==> src/rtl/muldiv_unit.sv <==
// RV32M multiply/divide unit: 32-step shift-add multiplier and restoring divider on magnitudes.
// Latency: fixed 33 cycles from accepted start to done; start is ignored while busy.
// Backpressure: none; done is a single-cycle pulse and the result holds until the next done.
module muldiv_unit #(
    parameter int D_WIDTH       = 32,
    parameter int ADDRESS_WIDTH = 5
) (
    input  logic                     clk,
    input  logic                     rst,
    input  logic                     start,
    input  logic [2:0]               funct3,
    input  logic [D_WIDTH-1:0]       op_a,
    input  logic [D_WIDTH-1:0]       op_b,
    input  logic [ADDRESS_WIDTH-1:0] rd_addr,
    output logic                     busy,
    output logic                     done,
    output logic [D_WIDTH-1:0]       result,
    output logic [ADDRESS_WIDTH-1:0] wr_addr,
    output logic                     wr_en
);

    localparam int CW = $clog2(D_WIDTH);

    typedef enum logic [1:0] {IDLE, CALC, DONE} state_t;

    state_t                   state;
    logic [CW-1:0]            iter;
    logic [2:0]               op_q;
    logic                     a_neg;
    logic                     b_neg;
    logic                     div_zero;
    logic [D_WIDTH-1:0]       a_raw;
    logic [D_WIDTH-1:0]       b_mag;
    logic [D_WIDTH-1:0]       hi;
    logic [D_WIDTH-1:0]       lo;
    logic [D_WIDTH-1:0]       result_q;
    logic [ADDRESS_WIDTH-1:0] rd_q;
    logic [ADDRESS_WIDTH-1:0] wr_addr_q;
    logic                     busy_q;
    logic                     done_q;

    // Operand signedness and magnitudes at the accepting edge
    logic               a_sgn;
    logic               b_sgn;
    logic               in_a_neg;
    logic               in_b_neg;
    logic [D_WIDTH-1:0] a_mag_in;
    logic [D_WIDTH-1:0] b_mag_in;

    always_comb begin
        a_sgn = 1'b0;
        b_sgn = 1'b0;
        case (funct3)
            3'b000, 3'b001, 3'b100, 3'b110: begin a_sgn = 1'b1; b_sgn = 1'b1; end
            3'b010:                         begin a_sgn = 1'b1; b_sgn = 1'b0; end
            default:                        begin a_sgn = 1'b0; b_sgn = 1'b0; end
        endcase
        in_a_neg = a_sgn & op_a[D_WIDTH-1];
        in_b_neg = b_sgn & op_b[D_WIDTH-1];
        a_mag_in = in_a_neg ? (~op_a + 1'b1) : op_a;
        b_mag_in = in_b_neg ? (~op_b + 1'b1) : op_b;
    end

    // One iteration step. Multiply: {hi,lo} is product/multiplier, b_mag the multiplicand.
    // Divide: hi is the partial remainder, lo shifts dividend out and quotient in.
    logic [D_WIDTH:0]   mul_sum;
    logic [D_WIDTH:0]   div_sh;
    logic [D_WIDTH:0]   div_diff;
    logic               div_ge;
    logic [D_WIDTH-1:0] hi_n;
    logic [D_WIDTH-1:0] lo_n;

    always_comb begin
        mul_sum  = {1'b0, hi} + (lo[0] ? {1'b0, b_mag} : {(D_WIDTH+1){1'b0}});
        div_sh   = {hi, lo[D_WIDTH-1]};
        div_ge   = (div_sh >= {1'b0, b_mag});
        div_diff = div_sh - {1'b0, b_mag};
        if (op_q[2]) begin
            hi_n = div_ge ? div_diff[D_WIDTH-1:0] : div_sh[D_WIDTH-1:0];
            lo_n = {lo[D_WIDTH-2:0], div_ge};
        end else begin
            hi_n = mul_sum[D_WIDTH:1];
            lo_n = {mul_sum[0], lo[D_WIDTH-1:1]};
        end
    end

    // Sign correction and special cases, evaluated while in DONE
    logic [2*D_WIDTH-1:0] prod_fix;
    logic [D_WIDTH-1:0]   quot_fix;
    logic [D_WIDTH-1:0]   rem_fix;
    logic [D_WIDTH-1:0]   final_val;

    always_comb begin
        prod_fix = (a_neg ^ b_neg) ? (~{hi, lo} + 1'b1) : {hi, lo};
        if (div_zero)
            quot_fix = {D_WIDTH{1'b1}};
        else
            quot_fix = (a_neg ^ b_neg) ? (~lo + 1'b1) : lo;
        if (div_zero)
            rem_fix = a_raw;
        else
            rem_fix = a_neg ? (~hi + 1'b1) : hi;
        case (op_q)
            3'b000:                 final_val = prod_fix[D_WIDTH-1:0];
            3'b001, 3'b010, 3'b011: final_val = prod_fix[2*D_WIDTH-1:D_WIDTH];
            3'b100, 3'b101:         final_val = quot_fix;
            default:                final_val = rem_fix;
        endcase
    end

    always_ff @(posedge clk) begin
        if (rst) begin
            state     <= IDLE;
            iter      <= '0;
            op_q      <= '0;
            a_neg     <= 1'b0;
            b_neg     <= 1'b0;
            div_zero  <= 1'b0;
            a_raw     <= '0;
            b_mag     <= '0;
            hi        <= '0;
            lo        <= '0;
            result_q  <= '0;
            rd_q      <= '0;
            wr_addr_q <= '0;
            busy_q    <= 1'b0;
            done_q    <= 1'b0;
        end else begin
            case (state)
                IDLE: begin
                    if (start) begin
                        op_q     <= funct3;
                        a_neg    <= in_a_neg;
                        b_neg    <= in_b_neg;
                        div_zero <= (op_b == '0);
                        a_raw    <= op_a;
                        b_mag    <= b_mag_in;
                        hi       <= '0;
                        lo       <= a_mag_in;
                        rd_q     <= rd_addr;
                        iter     <= '0;
                        busy_q   <= 1'b1;
                        state    <= CALC;
                    end
                end
                CALC: begin
                    hi   <= hi_n;
                    lo   <= lo_n;
                    iter <= iter + 1'b1;
                    if (iter == CW'(D_WIDTH - 1)) begin
                        // wr_addr only moves when a new result appears
                        wr_addr_q <= rd_q;
                        done_q    <= 1'b1;
                        state     <= DONE;
                    end
                end
                DONE: begin
                    result_q <= final_val;
                    done_q   <= 1'b0;
                    busy_q   <= 1'b0;
                    state    <= IDLE;
                end
                default: state <= IDLE;
            endcase
        end
    end

    assign busy    = busy_q;
    assign done    = done_q;
    assign result  = (state == DONE) ? final_val : result_q;
    assign wr_addr = wr_addr_q;
    assign wr_en   = done_q && (wr_addr_q != '0);

endmodule

==> config.mk <==
export PLATFORM = sky130hd
export DESIGN_NAME = muldiv_unit
export DESIGN_NICKNAME = d
export VERILOG_FILES = /design/src/rtl/muldiv_unit.sv
export SDC_FILE = /design/constraint.sdc
export NUM_CORES = 1
export LEC_CHECK = 0
export ABC_AREA = 1
export BUFFER_PORTS_ARGS = -buffer_cell sky130_fd_sc_hd__buf_2
export CELL_PAD_IN_SITES_DETAIL_PLACEMENT = 1
export CELL_PAD_IN_SITES_GLOBAL_PLACEMENT = 2
export CORE_ASPECT_RATIO = 0.9
export CORE_MARGIN = 2
export CORE_UTILIZATION = 35
export DETAILED_ROUTE_END_ITERATION = 12
export PLACE_DENSITY_LB_ADDON = 0.1
export SLEW_MARGIN = 20
export SYNTH_ARGS = -nofsm -noshare
export SYNTH_HDL_FRONTEND = slang
export SYNTH_SLANG_ARGS = --single-unit
==> constraint.sdc <==
create_clock -name clk -period 6.6 [get_ports clk]
set_input_delay 1.32 -clock clk [delete_from_list [all_inputs] [get_ports clk]]
set_output_delay 1.32 -clock clk [all_outputs]
set_load 0.02 [all_outputs]
# After elaboration in Yosys (flattened, before gate mapping)
# Cells that the tools add are included.
# W data, S select, Z words.
totals:
  reg_bits: 185
  out_inout_bits: 40
  in_bits: 75
classes:
  magnitude_cmp: 1
  bitwise_logic: 8
  n_reduce_logical: 19
  eq_ne: 14
  add_sub_neg: 8
  muxes: 28
ops:
  columns: ["cell", "n"]
  rows:
  - ["$mux W32", 13]
  - ["$add A32 B1 Y32 const B", 4]
  - ["$not A32 Y32", 4]
  - ["$pmux W32 S2", 2]
  - ["$pmux W32 S3", 1]
  - ["$add A64 B1 Y64 const B", 1]
  - ["$mux W64", 1]
  - ["$not A64 Y64", 1]
  - ["$add A32 B32 Y33", 1]
  - ["$ge A33 B32 Y1", 1]
  - ["$logic_not A32 Y1", 1]
  - ["$sub A32 B32 Y32", 1]
  - ["$eq A3 B3 Y1 const B", 4]
  - ["$reduce_and A2 Y1", 6]
  - ["$pmux W5 S2", 1]
  - ["$eq A3 B2 Y1 const B", 3]
  - ["$eq A3 B1 Y1 const B", 2]
  - ["$logic_not A3 Y1", 2]
  - ["$reduce_bool A2 Y1", 3]
  - ["$add A5 B1 Y5 const B", 1]
  - ["$eq A5 B5 Y1 const B", 1]
  - ["$mux W5", 1]
  - ["$reduce_bool A5 Y1", 1]
  - ["$reduce_or A5 Y1", 1]
  - ["14 further kinds", 21]

# Logic depth before layout (Yosys ltp)
# Gate-level depths: netlist of run 1.
depth:
  depth_word: 7
  mapped_depth: 20

# Least setup slack after synthesis of run 1
# Ideal clock, no wire load.
synth_path:
  kind: "register -> output"
  start: "register hi[0]"
  end: "output port result[24]"
  required_time_ns: 5.280
  arrival_time_ns: 1.836
  n_path_buf: 0
  path_slack_ns: 3.444
  path_stages_with_launch: 13
  path_cell_list: "dfxtp_1 inv_1 ha_1 nand2_1 nor2_2 nand2_1 nor2_1 nand2_1 nand3_1 nand2_1 o21ai_1 nor2_1 nor2_1"
synth_between:
  elab_chain_len: 6
  word_cells_on_any_way: 9
synth_rtl:
  columns: ["element", "line_no", "text"]
  rows:
  - ["start, declared", "34", "logic [D_WIDTH-1:0] hi;"]
  - ["start signal, assigned", "147", "hi <= hi_n;"]
  - ["$not A32 Y32", "102", "rem_fix = a_neg ? (~hi + 1'b1) : hi;"]
  - ["$add A32 B1 Y32", "102", null]
  - ["$mux W32", "102", null]
  - ["$mux W32", "99", "if (div_zero)"]
  - ["$pmux W32 S3 *", "103", "case (op_q)"]
  - ["$mux W32 *", null, null]
  - ["end, declared", "17", "output logic [D_WIDTH-1:0] result,"]
# Mark *: on every way between the ends. The rest lies on a longest branch, timed or not.

# Worst setup path in the final report of run 1
layout_path:
  start: "register div_zero"
  end: "output port result[20]"
layout_between:
  elab_chain_len: 3
  word_cells_on_any_way: 4
layout_rtl:
  columns: ["element", "line_no", "text"]
  rows:
  - ["start, declared", "31", "logic div_zero;"]
  - ["start signal, assigned", "135", "div_zero <= (op_b == '0);"]
  - ["$mux W32 (on tied branches)", "99, 95", null]
  - ["$pmux W32 S3 *", "103", null]
  - ["$mux W32 *", null, null]
# Marks and branches as above.

==> run metrics, run 1 <==
Hold Startpoint busy$_SDFFE_PP0P_; number of synthesized register bits 185; CTS max path bufs 2; # diodes 0; Peak Freq 0.193 GHz; CTS resizes 0; number of distinct library cells after synthesis 50; Die W 251 µm; layout cells sized above 1 10.7%; Avg Synthesized Cell Area 5.56 µm²; Final ANT Viol Nets 0; largest family of logic cells by synthesized area simple AND/OR/NAND/NOR gates; reg2reg start lo[0]$_SDFFE_PP0P_; GP Congestion 1.03; Compound-Gate Fraction of Synth Area 16.2%; maximum vdd drop 0.000235 V; Simple-Gate Fraction of Synth Area 42.1%; GRT overflow 0; final hold vios 0; vias in the first global route 22300; io pins 115; CP Capture Type primary output; IO Port Bufs 114; Worst-Margin Slew 1.15 ns; first-pass GRT wire length 143000 µm; Final Instance Count excl. Fillers 4196; CTS Root Cell clkbuf_16; RSZ-0062 raised after global routing false; initial antenna violation count 4; mux contribution to synthesized area 0%; DRC 0; HP Class reg -> reg; Cells after DPL 4164; multi-input logic area 12800 µm²; Hold Path Sink busy$_SDFFE_PP0P_; Top FF cell, synth dfxtp_1; Post-Syn Area 19200 µm²; R2R Path End hi[11]$_SDFFE_PP0P_; CP startpoint kind flop; nets 3625; wire per inst 22.9 µm; GRT Util Overall 33.8%; post-CTS setup buffer count 0; Leakage 11.1 nW; setup violators final 0; Post-Synthesis Cells 3447; initial core utilization 35.3%; synth-to-layout area growth 9.02%; Syn Nets 3594; final setup skew 0.0301 ns; CTS H-tree lvls 4; clk_lat worst skew 0.52 ns; Synth Area in Adders 4.78%; Tcrit/Tclk final 78.6%; vias per cell 5.47; hold_buf cts 0; CORE AREA 54200 µm²; sequential share of the synthesized area 19.3%; critical path class reg -> out; ys async rst share 0%; TritonCTS clock tree built; setup TNS 0 ns; largest net degree at the start of global routing 115; Synth Warn # 0; reg2reg path depth 16; EDFF count, synth 0; fin crit period 5.19 ns; Cells on Worst Hold Path 2; Slew Viols, Final 0; Arr. time, crit path 3.87 ns; Num CTS Buffers 17; register area 3700 µm²; CP Data Required Time 5.28 ns; final wirelength 96000 µm; Fillers 7594; CP Max Fanout 54; Power Dens Cells 203 nW/µm²; worst setup path start div_zero$_SDFFE_PP0P_; Die Ht 226 µm; DR pass1 iterations 5; Post-Synth XOR/XNOR Area 3.80%; Slew HR 23.4%; Starting DRT DRC Count 2098; CTS sink count 185; DP HPWL 77000 µm; standard-cell rows 81; r2r setup slk 3.04 ns; max_cap viols 0; Worst-path clk slew 0.08 ns; status finished, final reports clean; total die area 56600 µm²; via count 23000
==> routing by layer <==
metal  vias to the layer above  GRT usage (%)  share of wire [%]
li1                      11000              -                  -
met1                     11100           52.4                 51
met2                       776           46.9                 39
met3                        75           7.03                8.9
met4                         4           7.13                1.6
met5                         -              0              0.026
==> cells in the mapped netlist (12+ instances only) <==
cell type	n	area, µm²
inv_1	515	1930
o211ai_1	18	135
nand2_1	988	3710
nand3_1	293	1470
a31oi_1	18	113
nor2_2	24	150
a21oi_1	235	1180
ha_1	70	876
nor2_1	362	1360
buf_2	26	130
o21ai_1	25	125
clkbuf_1	85	319
xor2_1	70	613
nand4_1	28	175
inv_2	23	86.3
buf_1	12	45.0
or2_2	23	144
a21oi_2	31	272
o21ai_0	219	1100
nand3_2	26	260
nor3_1	36	180
nand2_2	42	263
dfxtp_1	185	3700
==> report_power, final <==
part / total (mW) / internal, mW / switching, mW
logic: 1.75 / 0.486 / 1.27
clock network: 1.14 / 0.565 / 0.580
registers: 1.35 / 1.19 / 0.159
==> cell families after synthesis <==
logic type | after synthesis
buffers and inverters | 674
adders and majority gates | 72
DFF | 185
AOI/OAI and AO/OA | 569
and+or+nand+nor | 1866
xor gates and xnor gates | 81
==> placed cells by master, fill, tap and decap left out, drive strengths merged, types with 2 or more instances in the layout <==
master,instances
nand3b,9
fa,2
o211ai,18
ha,70
dfxtp,185
nor3,42
o31ai,2
inv,544
a31oi,18
nand3,319
nor4,10
o21bai,6
or2,27
a21oi,266
xnor2,11
o21ai,249
clkbuf,19
nand2,1032
clkinv,6
nor2,391
nand4,28
xor2,70
o221ai,3
and2,7
a21o,3
buf,147
==> cell type report <==
cell class,count,area share (%)
Multi-Input combinational cell,2588,61.4
Sequential cell,185,17.7
Inverter,539,9.71
Tap cell,705,4.22
Timing Repair Buffer,147,3.93
Clock buffer,19,2.17
Clock inverter,13,0.833
==> state kept, by name, indices dropped and copies added (netlist names) <==
register	count
a_raw	32
wr_addr	5
busy	1
lo	32
b_neg	1
a_neg	1
b_mag	32
op_q	3
state	2
rd_q	5
hi	32
div_zero	1
result_q	32
iter	5
done	1
==> worst max-delay path by stage <==
stage,to,slack (ns)
2_1_floorplan,result[24],3.44
3_3_place_gp,result[20],2.05
3_5_place_dp,result[20],2.00
4_1_cts,result[20],1.45
5_1_grt,result[20],1.24
6_report,result[20],1.41
==> critical path, cell delays in order, from the launching register on <==
cell and delay (ns):
dfxtp_1 0.68, inv_2 0.56, nor2_2 0.87, inv_2 0.39
nand3_1 0.19, nand2_1 0.07, nand3_1 0.25, nand2_1 0.10
inv_1 0.06, buf_2 0.15
==> per-stage QoR <==
step           power (mW)  setup slack [ns]  util, %  hold slack (ns)  instance area [µm²]
2_1_floorplan        2.46              3.44        -            0.443                19200
3_3_place_gp         3.04              2.05     37.3            0.450                20200
3_5_place_dp         3.07              2.00     37.4            0.465                20300
4_1_cts              4.22              1.45     38.5            0.477                20900
5_1_grt              4.47              1.24     38.5            0.493                20900
6_report             4.25              1.41     38.5            0.471                20900
Power figures use the tool's default switching activity.
==> inputs of run 2 (changes only) <==
--- a/config.mk
+++ b/config.mk
@@ -11,7 +11,7 @@
 export CELL_PAD_IN_SITES_GLOBAL_PLACEMENT = 2
 export CORE_ASPECT_RATIO = 0.9
 export CORE_MARGIN = 2
-export CORE_UTILIZATION = 35
+export CORE_UTILIZATION = 33
 export DETAILED_ROUTE_END_ITERATION = 12
 export PLACE_DENSITY_LB_ADDON = 0.1
 export SLEW_MARGIN = 20
==> constraint.sdc (replaced) <==
create_clock -name clk -period 5.2 [get_ports clk]
set_input_delay 1.04 -clock clk [delete_from_list [all_inputs] [get_ports clk]]
set_output_delay 1.04 -clock clk [all_outputs]
set_load 0.02 [all_outputs]
==> run 2 against run 1 <==
Compared with the run above: sequential share of layout area decreased by 0.060 points; sequential power increased by 24%; wire length increased by 2.4%; largest cell class unchanged; register-to-register slack got worse by 1.5 ns; combinational power increased by 31%; flip-flop and latch count unchanged; highest routed layer unchanged.
==> run metrics, run 2 (synthesis results as in run 1) <==
met2 Use GR 44.4%; Tcrit/Tclk final 91.6%; commonest non-fill, non-tap cell in the layout nand2_1; post-CTS setup buffer count 0; CTS H-tree lvls 4; final setup skew 0.0130 ns; CP startpoint kind flop; Power Dens Cells 257 nW/µm²; IO Port Bufs 114; Worst-Margin Slew 1.01 ns; largest net degree at the start of global routing 110; worst-path cell chain inv_1, ha_1, nand2_1, nor2_2, nand2_1, nand2_1, o211ai_1, nand3_1, a21oi_1, nand3_1, nand2_1, inv_1, buf_2; final hold vios 0; initial antenna violation count 4; standard-cell rows 83; reg2reg path depth 18; layout cells sized above 1 10.7%; max_cap viols 0; Cells on Worst Hold Path 2; DRC 0; Worst-path clk slew 0.09 ns; Die Ht 233 µm; Levels on crit path 13; most frequent cells in the layout nand2_1 (988), inv_1 (513), nor2_1 (360); total power 5.38 mW; CORE AREA 57200 µm²; met3 usage 7.57%; Slew HR 32.7%; routing usage on met1 51.1%; Peak Freq 0.210 GHz; cell mode on critical path nand2_1; DP HPWL 79700 µm; initial core utilization 33.5%; DR pass1 iterations 5; synth-to-layout area growth 9.39%; io pins 115; via count 23000; final worst setup slack 0.435 ns; CP delay by family, top simple AND/OR/NAND/NOR gates; first-pass GRT wire length 145000 µm; CTS resizes 0; RSZ-0062 raised after global routing false; CTS Root Cell clkbuf_16; fin crit period 4.77 ns; setup TNS 0 ns; CTS sink count 185; post-place setup slack 1.11 ns; wire per inst 23.1 µm; status finished, final reports clean; vias in the first global route 22200; Starting DRT DRC Count 2150; CP Data Required Time 4.16 ns; total die area 60000 µm²; Final ANT Viol Nets 0; final wirelength 98300 µm; clk_lat worst skew 0.51 ns; CP Capture Type primary output; Arr. time, crit path 3.73 ns; worst stage delay on the critical path 0.52 ns; Leakage 11.1 nW; GRT overflow 0; GP Congestion 1.02; vias per cell 5.40; CTS max path bufs 2; setup violators final 0; maximum vdd drop 0.000264 V; # diodes 0; TritonCTS clock tree built; Layout Utilization 36.6%; busiest grt layer met1; GRT Util Overall 32.6%; Slew Viols, Final 0; hold_buf cts 0; nets 3628; Die W 258 µm; CP Max Fanout 7; HP Class reg -> reg; Buf/Inv on CP 3; Num CTS Buffers 17; critical path class reg -> out; slowest CP cell dfxtp_1
[run 2: stage by stage]
step / area (µm²) / std cells / hold WS [ns]
2_1_floorplan: 19200 / 3447 / 0.443
3_3_place_gp: 20400 / 4227 / 0.451
3_5_place_dp: 20400 / 4227 / 0.464
4_1_cts: 20900 / 4258 / 0.476
5_1_grt: 21000 / 4258 / 0.499
6_report: 21000 / 4258 / 0.474
[run 2: layout make-up]
cell class | count | area (µm²)
clock inverter | 13 | 156
sequential | 185 | 3700
timing repair buffer | 150 | 843
fill | 8000 | 36300
tap | 765 | 957
multi-input combinational | 2588 | 12800
inverter | 539 | 2030
clock buffer | 18 | 439
[run 2: worst paths after layout]
path / startpoint / end / slack (ns)
max: hi[0]$_SDFFE_PP0P_ / result[20] / 0.43
min: iter[3]$_SDFFE_PP0P_ / iter[3]$_SDFFE_PP0P_ / 0.47
max reg2reg: lo[0]$_SDFFE_PP0P_ / hi[27]$_SDFFE_PP0P_ / 1.56
min reg2reg: iter[3]$_SDFFE_PP0P_ / iter[3]$_SDFFE_PP0P_ / 0.47
[run 2: worst min-delay path: cells and delay by family, from the launching register on]
kind | cells | cell delay, ns
DFF | 1 | 0.32
and+or+nand+nor | 1 | 0.06
AOI/OAI and AO/OA | 1 | 0.06
[run 2: metal layers]
metal | share of wire, % | routed length (µm)
met5 | 0.011 | 11
met2 | 38 | 37800
met3 | 8.9 | 8750
met1 | 52 | 50700
met4 | 1.1 | 1110
[run 2: where the power goes]
| group | total, mW | switching, mW | internal, mW |
|---|---|---|---|
| Sequential | 1.67 | 0.161 | 1.51 |
| Combinational | 2.29 | 1.67 | 0.624 |
| Clock | 1.42 | 0.723 | 0.695 |
| Total | 5.38 | 2.55 | 2.83 |
==> inputs of run 3 (changes only) <==
--- a/config.mk
+++ b/config.mk
@@ -10,7 +10,7 @@
 export CELL_PAD_IN_SITES_DETAIL_PLACEMENT = 1
 export CELL_PAD_IN_SITES_GLOBAL_PLACEMENT = 2
 export CORE_ASPECT_RATIO = 0.9
-export CORE_MARGIN = 2
+export CORE_MARGIN = 3
 export CORE_UTILIZATION = 33
 export DETAILED_ROUTE_END_ITERATION = 12
 export PLACE_DENSITY_LB_ADDON = 0.1
==> run 3 against run 2 <==
Compared with the run above: clock-buffer cell count down 1; utilization is 0.076 points lower; power hardly changed; non-clock buffer count fell by 7; flip-flop and latch count did not move; fmax shrank 4.3%; final cell count shrank 0.14%; register-to-register slack improved by 0.04 ns; sequential power barely moved; first-iteration DRC count rose by 3.8%; sequential share of layout area about the same; combinational power shrank 2%.
==> run metrics, run 3 (synthesis results as in run 1) <==
synth-to-layout area growth 9.16%; vias in the first global route 22200; setup violators final 0; total die area 61000 µm²; IO Port Bufs 114; wire per inst 22.9 µm; critical path class reg -> out; DP HPWL 77800 µm; Peak Freq 0.201 GHz; nets 3621; Die Ht 235 µm; CORE AREA 57200 µm²; Slew HR 27.5%; CP Capture Type primary output; GRT Util Overall 31.7%; Final ANT Viol Nets 0; maximum vdd drop 0.000301 V; final worst setup slack 0.221 ns; DRC 0; Worst-Margin Slew 1.09 ns; post-place setup slack 1.01 ns; GP Congestion 0.988; RSZ-0062 raised after global routing false; Starting DRT DRC Count 2231; CP Max Fanout 8; initial core utilization 33.5%; TritonCTS clock tree built; max_cap viols 0; CTS sink count 185; initial antenna violation count 5; most frequent cells in the layout nand2_1 (988), inv_1 (513), nor2_1 (360); final hold vios 0; GRT overflow 0; DR pass1 iterations 5; total power 5.38 mW; status finished, final reports clean; setup TNS 0 ns; Power Dens Cells 257 nW/µm²; largest net degree at the start of global routing 73; io pins 115; fin crit period 4.98 ns; layout cells sized above 1 10.6%; vias per cell 5.38; commonest non-fill, non-tap cell in the layout nand2_1; Num CTS Buffers 17; Die W 260 µm; via count 22900; final setup skew 0.0167 ns; Tcrit/Tclk final 95.7%; CP startpoint kind flop; CTS max path bufs 2; HP Class reg -> reg; CTS Root Cell clkbuf_16; Worst-path clk slew 0.08 ns; Leakage 11.0 nW; first-pass GRT wire length 144000 µm; Arr. time, crit path 3.94 ns; standard-cell rows 83; post-CTS setup buffer count 0; clk_lat worst skew 0.51 ns; final wirelength 97200 µm; CTS resizes 0; hold_buf cts 0; CP Data Required Time 4.16 ns; Slew Viols, Final 0; CTS H-tree lvls 4
-- run 3: cell types whose count changed in the layout (fill, tap and decap cells not counted), moves of 2 or more --
cell | before | now
buf_4 | 37 | 30
inv_6 | 5 | 2
inv_8 | 3 | 6
clkinv_2 | 3 | 1
inv_2 | 23 | 25
-- run 3: layout make-up --
class / instances / area (µm²)
tap: 765 / 957
inverter: 539 / 2020
fill: 7890 / 36300
timing repair buffer: 143 / 791
sequential: 185 / 3700
clock inverter: 14 / 179
clock buffer: 17 / 425
antenna: 1 / 2.50
multi-input combinational: 2588 / 12800
-- run 3: path summary, 6_finish.rpt --
check                                    startpoint                  end  slack (ns)  cells after the start
worst max-delay path             hi[1]$_SDFFE_PP0P_           result[12]        0.22                     13
worst min register to register    busy$_SDFFE_PP0P_    busy$_SDFFE_PP0P_        0.47                      2
worst max register to register  hi[22]$_SDFFE_PP0P_  hi[30]$_SDFFE_PP0P_        1.60                     15
worst min-delay path              busy$_SDFFE_PP0P_    busy$_SDFFE_PP0P_        0.47                      2
-- run 3: worst max-delay path: stages, from the launching register on --
cell,delay [ns]
dfxtp_1,0.69
inv_1,0.31
ha_1,0.37
nand2_1,0.30
nor2_2,0.14
nand2_1,0.13
nand2_1,0.19
a21oi_1,0.17
o21ai_0,0.12
a21oi_1,0.55
nand3_1,0.16
nand2_1,0.11
inv_1,0.04
buf_2,0.15
-- run 3: where the power goes --
group	internal [mW]	total [mW]	switching (mW)
clock network	0.690	1.43	0.744
registers	1.51	1.70	0.190
logic	0.617	2.25	1.63
-- run 3: layer usage --
metal	share of wire, %	up-vias	routed length [µm]	track usage, %
met4	1.9	4	1880	7.60
li1	-	11000	-	-
met2	38	831	36600	42.4
met3	10	90	9930	10.0
met1	50	11000	48800	48.1
met5	0.027	-	26	0
-- run 3: through the flow --
stage / cell area [µm²] / instances / hold slack [ns] / util (%)
CTS: 20900 / 4251 / 0.476 / 36.5
global placement: 20300 / 4220 / 0.452 / 35.5
finish: 20900 / 4252 / 0.470 / 36.5
floorplan: 19200 / 3447 / 0.443 / -
global route: 20900 / 4251 / 0.500 / 36.5
detailed placement: 20300 / 4220 / 0.462 / 35.5
